**src/rtl/fourbit_divider_if.sv**
```systemverilog
// fourbit_divider_if: start/done handshake, operands and results of the restoring divider
interface fourbit_divider_if #(parameter int WIDTH = 4);
  logic start;
  logic [WIDTH-1:0] dividend;
  logic [WIDTH-1:0] divisor;
  logic busy;
  logic done;
  logic [WIDTH-1:0] quotient;
  logic [WIDTH-1:0] remainder;
  logic div_by_zero;
  modport master (
    output start, dividend, divisor,
    input  busy, done, quotient, remainder, div_by_zero
  );
  modport slave (
    input  start, dividend, divisor,
    output busy, done, quotient, remainder, div_by_zero
  );
endinterface

```
**src/rtl/fourbit_divider.sv**
```systemverilog
// fourbit_divider: sequential unsigned restoring divider, one subtract/restore step per clock
module fourbit_divider #(parameter int WIDTH = 4) (
  input  logic clk,
  input  logic rst_n,
  fourbit_divider_if.slave bus
);
  localparam int CW = $clog2(WIDTH + 1);
  localparam logic [WIDTH:0] ONE = (WIDTH + 1)'(1);
  typedef enum logic [1:0] {IDLE, RUN, FIN} state_t;
  state_t state, next;
  logic [WIDTH:0] r, sh, t;
  logic [WIDTH-1:0] q, dvs, dvd, quo, rem;
  logic [CW-1:0] cnt;
  logic zero, done, dbz;
  // {R,Q} shifted left; subtract as R + ~{0,divisor} + 1, borrow shows in the MSB
  assign sh = {r[WIDTH-1:0], q[WIDTH-1]};
  assign t  = sh + ~{1'b0, dvs} + ONE;
  always_ff @(posedge clk or negedge rst_n)
    if (!rst_n) state <= IDLE;
    else state <= next;
  always_comb begin
    next = state;
    unique case (state)
      IDLE:    if (bus.start) next = (bus.divisor == '0) ? FIN : RUN;
      RUN:     if (cnt == CW'(1)) next = FIN;
      FIN:     next = IDLE;
      default: next = IDLE;
    endcase
  end
  always_ff @(posedge clk or negedge rst_n)
    if (!rst_n) begin
      r    <= '0;
      q    <= '0;
      dvs  <= '0;
      dvd  <= '0;
      cnt  <= '0;
      zero <= 1'b0;
      done <= 1'b0;
      quo  <= '0;
      rem  <= '0;
      dbz  <= 1'b0;
    end else begin
      done <= state == FIN;
      if (state == IDLE && bus.start) begin
        dvd  <= bus.dividend;
        dvs  <= bus.divisor;
        r    <= '0;
        q    <= bus.dividend;
        cnt  <= CW'(WIDTH);
        zero <= bus.divisor == '0;
      end
      if (state == RUN) begin
        r   <= t[WIDTH] ? sh : t;
        q   <= {q[WIDTH-2:0], ~t[WIDTH]};
        cnt <= cnt - CW'(1);
      end
      if (state == FIN) begin
        quo <= zero ? '1 : q;
        rem <= zero ? dvd : r[WIDTH-1:0];
        dbz <= zero;
      end
    end
  assign bus.busy        = state != IDLE;
  assign bus.done        = done;
  assign bus.quotient    = quo;
  assign bus.remainder   = rem;
  assign bus.div_by_zero = dbz;
endmodule

```
**src/flat_wrapper.sv**
```systemverilog
// flat-port wrapper written by rule: the top's interface ports become plain ports
module fourbit_divider_flat 
#(parameter int WIDTH = 4)
  (clk, rst_n, bus_start, bus_dividend, bus_divisor, bus_busy, bus_done, bus_quotient, bus_remainder, bus_div_by_zero);
  fourbit_divider_if #(.WIDTH(WIDTH)) bus_i ();
  input  logic clk;
  input  logic rst_n;
  input wire logic [$bits(bus_i.start)-1:0] bus_start;
  input wire logic [$bits(bus_i.dividend)-1:0] bus_dividend;
  input wire logic [$bits(bus_i.divisor)-1:0] bus_divisor;
  output wire logic [$bits(bus_i.busy)-1:0] bus_busy;
  output wire logic [$bits(bus_i.done)-1:0] bus_done;
  output wire logic [$bits(bus_i.quotient)-1:0] bus_quotient;
  output wire logic [$bits(bus_i.remainder)-1:0] bus_remainder;
  output wire logic [$bits(bus_i.div_by_zero)-1:0] bus_div_by_zero;
  assign bus_i.start = bus_start;
  assign bus_i.dividend = bus_dividend;
  assign bus_i.divisor = bus_divisor;
  assign bus_busy = bus_i.busy;
  assign bus_done = bus_i.done;
  assign bus_quotient = bus_i.quotient;
  assign bus_remainder = bus_i.remainder;
  assign bus_div_by_zero = bus_i.div_by_zero;
  fourbit_divider #(.WIDTH(WIDTH)) u_core (.clk(clk), .rst_n(rst_n), .bus(bus_i));
endmodule
```
**config.mk**
```make
export PLATFORM = sky130hd
export DESIGN_NAME = fourbit_divider_flat
export DESIGN_NICKNAME = d
export VERILOG_FILES = /design/src/rtl/fourbit_divider_if.sv /design/src/rtl/fourbit_divider.sv /design/src/flat_wrapper.sv
export SDC_FILE = /design/constraint.sdc
export NUM_CORES = 1
export LEC_CHECK = 0
export ABC_AREA = 1
export CAP_MARGIN = 20
export CORE_MARGIN = 2
export CORE_UTILIZATION = 60
export CTS_CLUSTER_SIZE = 12
export DETAILED_ROUTE_END_ITERATION = 16
export DONT_BUFFER_PORTS = 1
export GPL_TIMING_DRIVEN = 0
export PLACE_DENSITY = 0.83
export RECOVER_POWER = 25
export SLEW_MARGIN = 5
export SYNTH_ARGS = -nofsm -noshare
export SYNTH_HDL_FRONTEND = slang
export SYNTH_SLANG_ARGS = --single-unit
```
**constraint.sdc**
```tcl
create_clock -name clk -period 3.4 [get_ports clk]
set_input_delay 1.02 -clock clk [delete_from_list [all_inputs] [get_ports clk]]
set_output_delay 1.02 -clock clk [all_outputs]
set_load 0.005 [all_outputs]
```
; ---- After elaboration in Yosys (flattened, before gate mapping)
; Cells that the tools add are included.
[totals]
regBits = 32
inputBits = 11
wordCells = 40
[classes]
addsub = 3
eq_ne = 5
mux = 13
bitwise_logic = 2
n_reduce_logical = 6
[op_table]
columns = operator, n
row1 = $mux W4, 7
row2 = $mux W2, 3
row3 = $mux W3, 2
row4 = $add A5 B1 Y5 const B, 1
row5 = $add A5 B5 Y5, 1
row6 = $not A4 Y5, 1
row7 = $logic_not A4 Y1, 1
row8 = $pmux W2 S2, 1
row9 = $reduce_bool A2 Y1, 2
row10 = $eq A3 B1 Y1 const B, 1
row11 = $sub A3 B1 Y3 const B, 1
row12 = $eq A2 B1 Y1 const B, 1
row13 = $eq A2 B2 Y1 const B, 1
row14 = $logic_not A2 Y1, 1
row15 = $ne A2 B1 Y1 const B, 1
row16 = $ne A2 B2 Y1 const B, 1
row17 = $reduce_and A2 Y1, 1
row18 = $logic_and A1 B1 Y1, 1
row19 = $not A1 Y1, 1

; ---- Depth between registers and ports, before layout
; Gate-level depths: netlist of the first run.
[logic_depth]
word_depth = 5
ltp_mapped = 11
depth_no_buf = 11

; ---- Worst setup path after synthesis of the first run
; Ideal clock, no wire load.
[synth_timing]
kind = reg2reg
start = reg u_core.dvs[0]
end = reg u_core.r[3]
setup_time_ps = 117
arrival_ps = 1522
setup_slack_ps = 1761
path_stages_with_launch = 11
path_cell_list = dfrtp_1 ha_1 fa_1 inv_1 nand2_1 nand2_1 nand3_2 nand2_1 nand2_1 nand3_1 nand2_1
[synth_via]
elab_chain_cells = 5
[synth_lines]
columns = element, line
row1 = start: declaration, fourbit_divider.sv:12  ; logic [WIDTH-1:0] q, dvs, dvd, quo, rem;
row2 = start signal: assignment, fourbit_divider.sv:46  ; dvs <= bus.divisor;
row3 = $not A4 Y5, fourbit_divider.sv:17  ; assign t = sh + ~{1'b0, dvs} + ONE;
row4 = $add A5 B5 Y5, fourbit_divider.sv:17
row5 = $add A5 B1 Y5, fourbit_divider.sv:17
row6 = $mux W4, fourbit_divider.sv:53  ; r <= t[WIDTH] ? sh : t;
row7 = $mux W4, fourbit_divider.sv:52  ; if (state == RUN) begin
row8 = end signal: assignment, fourbit_divider.sv:53
row9 = end: declaration, fourbit_divider.sv:11  ; logic [WIDTH:0] r, sh, t;
; Every way passes these cells.
; A chain may end at the register's enable or synchronous reset.

; ---- Final worst setup path of the first run
[layout_timing]
start = reg u_core.state[1]
end = out bus_busy
[layout_via]
elab_chain_cells = 1
[layout_lines]
columns = element, line
row1 = start: declaration, fourbit_divider.sv:10  ; state_t state, next;
row2 = start signal: assignment, fourbit_divider.sv:20  ; else state <= next;
row3 = $reduce_bool A2 Y1, fourbit_divider.sv:63  ; assign bus.busy = state != IDLE;
row4 = end: declaration, flat_wrapper.sv:11  ; output wire logic [$bits(bus_i.busy)-1:0] bus_busy;
; Every way passes these cells.

==> flow_summary.json, run 1 <==
{
  "status": "completed",
  "holdWs_ns": 0.365,
  "ys_top_cells_by_area": "dfrtp_1 (52%), nand2_1 (12%), inv_1 (5.6%)",
  "grt_pass1_vias": 1055,
  "portBuffers": 0,
  "cts_setup_buffers": 0,
  "die_x_um": 54.5,
  "synth_cell_types": 27,
  "antenna_left": 0,
  "cts_htree_levels": 2,
  "synthesis.area_um2": 1530,
  "critPathLaunchType": "flip-flop",
  "synth_top_area_share_pct": 52.3,
  "rows": 18,
  "drt_iter0_markers": 44,
  "path_class": "flip-flop to primary output",
  "setup_ws_ns": 1.45,
  "yosys_warnings": 0,
  "power.density_nw_per_um2": 1110,
  "start_util_pct": 62.3,
  "rsz0062_at_grt": "false",
  "cts_hold_buf": 0,
  "grt_pass1_wl_um": 4780,
  "cts_buffers": 5,
  "via_count": 1179,
  "ioPinCount": 22,
  "hold_viol_final": 0,
  "antenna_found_initial": 0,
  "viasPerCell": 5.54,
  "nets": 200,
  "maxCapViolations": 0,
  "synth_area_per_cell_um2": 8.74,
  "ys_seq_area_share_pct": 52.3,
  "cts_max_path_buffers": 2,
  "clock.fmax_ghz": 0.514,
  "post_drt_wl_per_cell_um": 14.0,
  "syn2layout_area_growth_pct": 7.69,
  "tns_ns": 0,
  "place_ws_ns": 1.58,
  "slew_headroom_pct": 84.5,
  "drc_errors": 0,
  "synth_fp_nets": 193,
  "post-dp-hpwl_um": 2240,
  "num_antenna_cells": 0,
  "period_minus_slack_ns": 1.95,
  "finalMaxSlewViolations": 0,
  "grt_max_degree": 33,
  "synth-seq-cells": 32,
  "die_area_um2": 2970,
  "path_max_fanout": 3,
  "grtUsageTotal_pct": 24.0,
  "die_height_um": 54.5,
  "power.leakage_uw": 0.000860,
  "cts-resized-gates": 0,
  "drtPass1Iterations": 4,
  "root_buffer": "clkbuf_4",
  "crit_start": "u_core.state[1]",
  "fin_worst_skew_ns": 0.00419,
  "cp.required_ns": 2.38,
  "totalWireLength_um": 2990,
  "clk_pin_slew_ns": 0.10,
  "timing.rr.start": "u_core.q[3]",
  "clock_latency_ns": 0.33,
  "endpoint_kind": "primary output",
  "core_um2": 2450,
  "vdd_drop_max_mv": 0.804,
  "synthCells": 175,
  "layout-drive-gt1-share_pct": 10.4,
  "place_congestion": 0.820,
  "cts_tree": "yes",
  "cp.arrival_ns": 0.93,
  "gr-total-overflow": 0,
  "holdCritPathClass": "input port to async pin",
  "setup_viol": 0,
  "worstMarginPinSlew_ns": 0.233,
  "clock_sinks": 32,
  "yosys.area.top_type": "dfrtp_1",
  "fin_crit_sh_pct": 57.2
}
-- placed cells by master, fill, tap and decap left out, types with 2 or more instances in the layout --
cell type,synthesis,final
o221ai_1,3,3
inv_2,4,4
nand3b_1,2,2
o21ai_0,10,10
nor2_1,12,12
nand3_1,10,10
inv_1,23,23
ha_1,6,6
nand3_2,2,2
nand2_1,47,47
dfrtp_1,32,32
o21ai_1,4,4
a21oi_1,6,6
clkbuf_4,0,5
-- kinds of logic after synthesis --
group / after synthesis / synth area share [%]
and+or+nand+nor: 78 / 22.7
DFF: 32 / 52.3
buffers and inverters: 29 / 7.44
AOI/OAI and AO/OA: 27 / 10.1
adders and majority gates: 7 / 6.21
xor gates and xnor gates: 2 / 1.14
-- cells in the mapped netlist --
library cell	instances
a21oi_1	6
o22ai_1	1
inv_1	23
nor2_1	12
nand2_4	1
nor2_4	1
nand3_1	10
nand3b_1	2
ha_1	6
xnor2_1	1
buf_2	1
nand4_1	1
o211ai_1	1
or2_1	1
o21a_1	1
dfrtp_1	32
o21ai_1	4
o21ai_0	10
nor2_2	1
fa_1	1
buf_4	1
a22oi_1	1
xor2_1	1
nand2_1	47
nand3_2	2
o221ai_1	3
inv_2	4
-- registers in the layout (all words and copies together), names as in the netlist, 2 cells and up --
signal / flops
u_core.bus.quotient: 4
u_core.bus.remainder: 4
u_core.dvd: 4
u_core.dvs: 4
u_core.q: 4
u_core.r: 4
u_core.cnt: 3
u_core.state: 2
-- report_power, final --
part           internal, uW  leakage, uW  switching (uW)
registers               565     0.000389             134
logic                   321     0.000430             524
clock network           153    0.0000412             136
total                  1040     0.000860             793
-- worst max-delay path, stage by stage, from the launching register on --
cell,delay [ns]
dfrtp_1,0.43
inv_2,0.09
nand2_1,0.07
-- final timing paths --
check	end	slack (ns)	cells past startpoint
hold / removal	u_core.bus.quotient[0]	0.37	0
min in group clk	u_core.dvs[3]	0.49	2
setup reg to reg	u_core.r[2]	1.55	11
setup / recovery	bus_busy	1.45	2
max in group asynchronous	u_core.dvs[3]	2.96	0
hold reg to reg	u_core.dvs[3]	0.49	2
-- per-layer routing --
metal / vias up / wire length [um] / GRT usage, %
met1: 551 / 1290 / 31.4
met4: 0 / 99 / 14.6
met3: 11 / 208 / 6.83
li1: 573 / - / -
met5: - / 0 / 0
met2: 44 / 1390 / 35.1
-- final cells by class --
class	instances	area, um2
multi-input combinational	114	616
fill	196	807
clock inverter	3	42.5
sequential	32	801
buffer	2	12.5
inverter	27	101
tap	30	37.5
clock buffer	5	37.5
-- metrics by stage --
step | std cells | total power, uW | utilization (%) | instance area (um2)
final | 213 | 1830 | 67.1 | 1650
after global routing | 213 | 2000 | 67.1 | 1650
after CTS | 213 | 1840 | 67.1 | 1650
after detailed placement | 205 | 1550 | 63.9 | 1570
after global placement | 205 | 1480 | 63.9 | 1570
after floorplan | 175 | 1350 | - | 1530
Power figures use the tool's default switching activity.
==> run 2, diff against run 1 <==
CORE_UTILIZATION = 55   (was 60)
PLACE_DENSITY = 0.8   (was 0.83)
clock period = 1.7 ns   (was 3.4 ns; I/O delays follow)
==> flow_summary.json, run 2 (synthesis gave the netlist of run 1 again) <==
{
  "start_util_pct": 56.5,
  "place_ws_ns": -0.113,
  "ioPinCount": 22,
  "cts_htree_levels": 2,
  "slew_headroom_pct": 50.4,
  "status": "completed",
  "final_util_pct": 63.9,
  "holdCritPathClass": "input port to flip-flop",
  "cp.arrival_ns": 1.87,
  "path_class": "flip-flop to flip-flop",
  "gr-total-overflow": 0,
  "antenna_found_initial": 0,
  "grtUsageTotal_pct": 20.5,
  "drtPass1Iterations": 4,
  "clk_pin_slew_ns": 0.10,
  "mostFrequentLayoutCell": "nand2_1",
  "layout_common_cells": "nand2_1 (42), dfrtp_1 (32), inv_1 (21)",
  "portBuffers": 0,
  "fin_area_um2": 1730,
  "clock_latency_ns": 0.33,
  "die_height_um": 56.7,
  "grt_pass1_vias": 1128,
  "drc_errors": 0,
  "layout-drive-gt1-share_pct": 17.6,
  "dpl-instance-area_um2": 1570,
  "totalWireLength_um": 3050,
  "worstMarginPinSlew_ns": 0.744,
  "wl_met1_um": 1380,
  "finalMaxSlewViolations": 0,
  "holdWs_ns": 0.314,
  "power.density_nw_per_um2": 2280,
  "post-dp-hpwl_um": 2150,
  "post_drt_wl_per_cell_um": 14.0,
  "p_int_uw": 2200,
  "critPathLaunchType": "flip-flop",
  "num_antenna_cells": 0,
  "cts_max_path_buffers": 2,
  "cts_tree": "yes",
  "fin_worst_skew_ns": 0.0128,
  "switching_share_pct": 44.2,
  "clkPwrFrac_pct": 14.0,
  "syn2layout_area_growth_pct": 13.1,
  "via_count": 1207,
  "seqPwrFrac_pct": 35.5,
  "rsz0062_at_grt": "true",
  "wl_met3_um": 192,
  "fin_crit_sh_pct": 96.7,
  "p_switching_uw": 1740,
  "multiInputGateArea_um2": 671,
  "drt_iter0_markers": 56,
  "grt_max_degree": 33,
  "endpoint_kind": "flip-flop",
  "register_area_um2": 801,
  "rows": 19,
  "core_um2": 2710,
  "clock.fmax_ghz": 0.608,
  "fillers": 231,
  "clock_sinks": 32,
  "path_max_fanout": 5,
  "vdd_drop_max_mv": 1.40,
  "die_area_um2": 3220,
  "cp.required_ns": 1.93,
  "power.leakage_uw": 0.000885,
  "met2_length_um": 1410,
  "antenna_left": 0,
  "cts_buffers": 5,
  "hold_viol_final": 0,
  "nets": 204,
  "setup_viol": 0,
  "maxCapViolations": 0,
  "setup_ws_ns": 0.0563,
  "grt_pass1_wl_um": 5050,
  "combinationalPowerShare_pct": 50.5,
  "die_x_um": 56.7,
  "viasPerCell": 5.54,
  "place_congestion": 0.878,
  "period_minus_slack_ns": 1.64,
  "root_buffer": "clkbuf_4",
  "top_layer": "met4"
}
run 2: cell count changes in the layout (fill, tap and decap cells not counted), sizes merged:
cell	change
buf	+2
clkbuf	+2
clkinvlp	-1
dlygate4sd3	+1
run 2: area by class of cell:
cell class	instances	share of cell area, %
clock buffer	6	2.39
buffer	2	0.723
sequential	32	46.3
timing repair buffer	4	1.74
inverter	27	5.86
clock inverter	2	2.02
tap	31	2.24
multi-input combinational	114	38.8
run 2: path summary, 6_finish.rpt:
kind | start | end | slack [ns] | cells after the start
max | u_core.dvs[0] | u_core.r[1] | 0.06 | 10
min | bus_dividend[0] | u_core.dvd[0] | 0.31 | 2
max reg2reg | u_core.dvs[0] | u_core.r[1] | 0.06 | 10
min reg2reg | u_core.dvs[2] | u_core.dvs[2] | 0.50 | 2
max in group asynchronous | rst_n | u_core.dvs[0] | 0.44 | 2
min in group asynchronous | rst_n | u_core.bus.remainder[1] | 0.77 | 2
run 2: per-layer routing:
layer / track usage (%) / up-vias
met5: 0 / -
met4: 9.97 / 0
met3: 7.83 / 11
met1: 27.6 / 567
li1: - / 588
met2: 29.1 / 41
run 2: power by group through the flow:
stage | registers (uW) | logic (uW) | clock network (uW)
2_1_floorplan | 1330 | 1370 | 0
3_3_place_gp | 1390 | 1580 | 0
6_report | 1400 | 1990 | 553
4_1_cts | 1390 | 1710 | 561
3_5_place_dp | 1400 | 1660 | 0
5_1_grt | 1440 | 2260 | 599
run 2: worst max-delay path, cell delays in order, from the launching register on:
cell	delay, ns
dfrtp_1	0.41
ha_4	0.17
fa_2	0.37
inv_2	0.07
nand2_2	0.04
nand2_2	0.07
nand3_4	0.10
nand2_4	0.12
nand2_1	0.06
nand3_1	0.07
nand2_1	0.05
run 2: timing repair:
item | CTS | global route
hold buffers | 2 | 0
endpoints found under the hold margin | 32 | 0
endpoints found under the setup margin | 5 | 5
pin swaps | 1 | 7
setup buffers | 0 | 2
resized for setup | 3 | 12
run 2: metrics by stage:
step                total power [uW]  std cells  setup TNS [ns]
floorplan                       2700        175               0
global placement                2970        206          -0.311
detailed placement              3060        206          -0.490
CTS                             3660        216               0
global route                    4300        218          -0.117
finish                          3950        218               0
==> run 3, diff against run 2 <==
SLEW_MARGIN = 10   (was 5)
==> results of run 3 <==
Same layout as run 2: the final DEF is identical, and so are final timing and power.
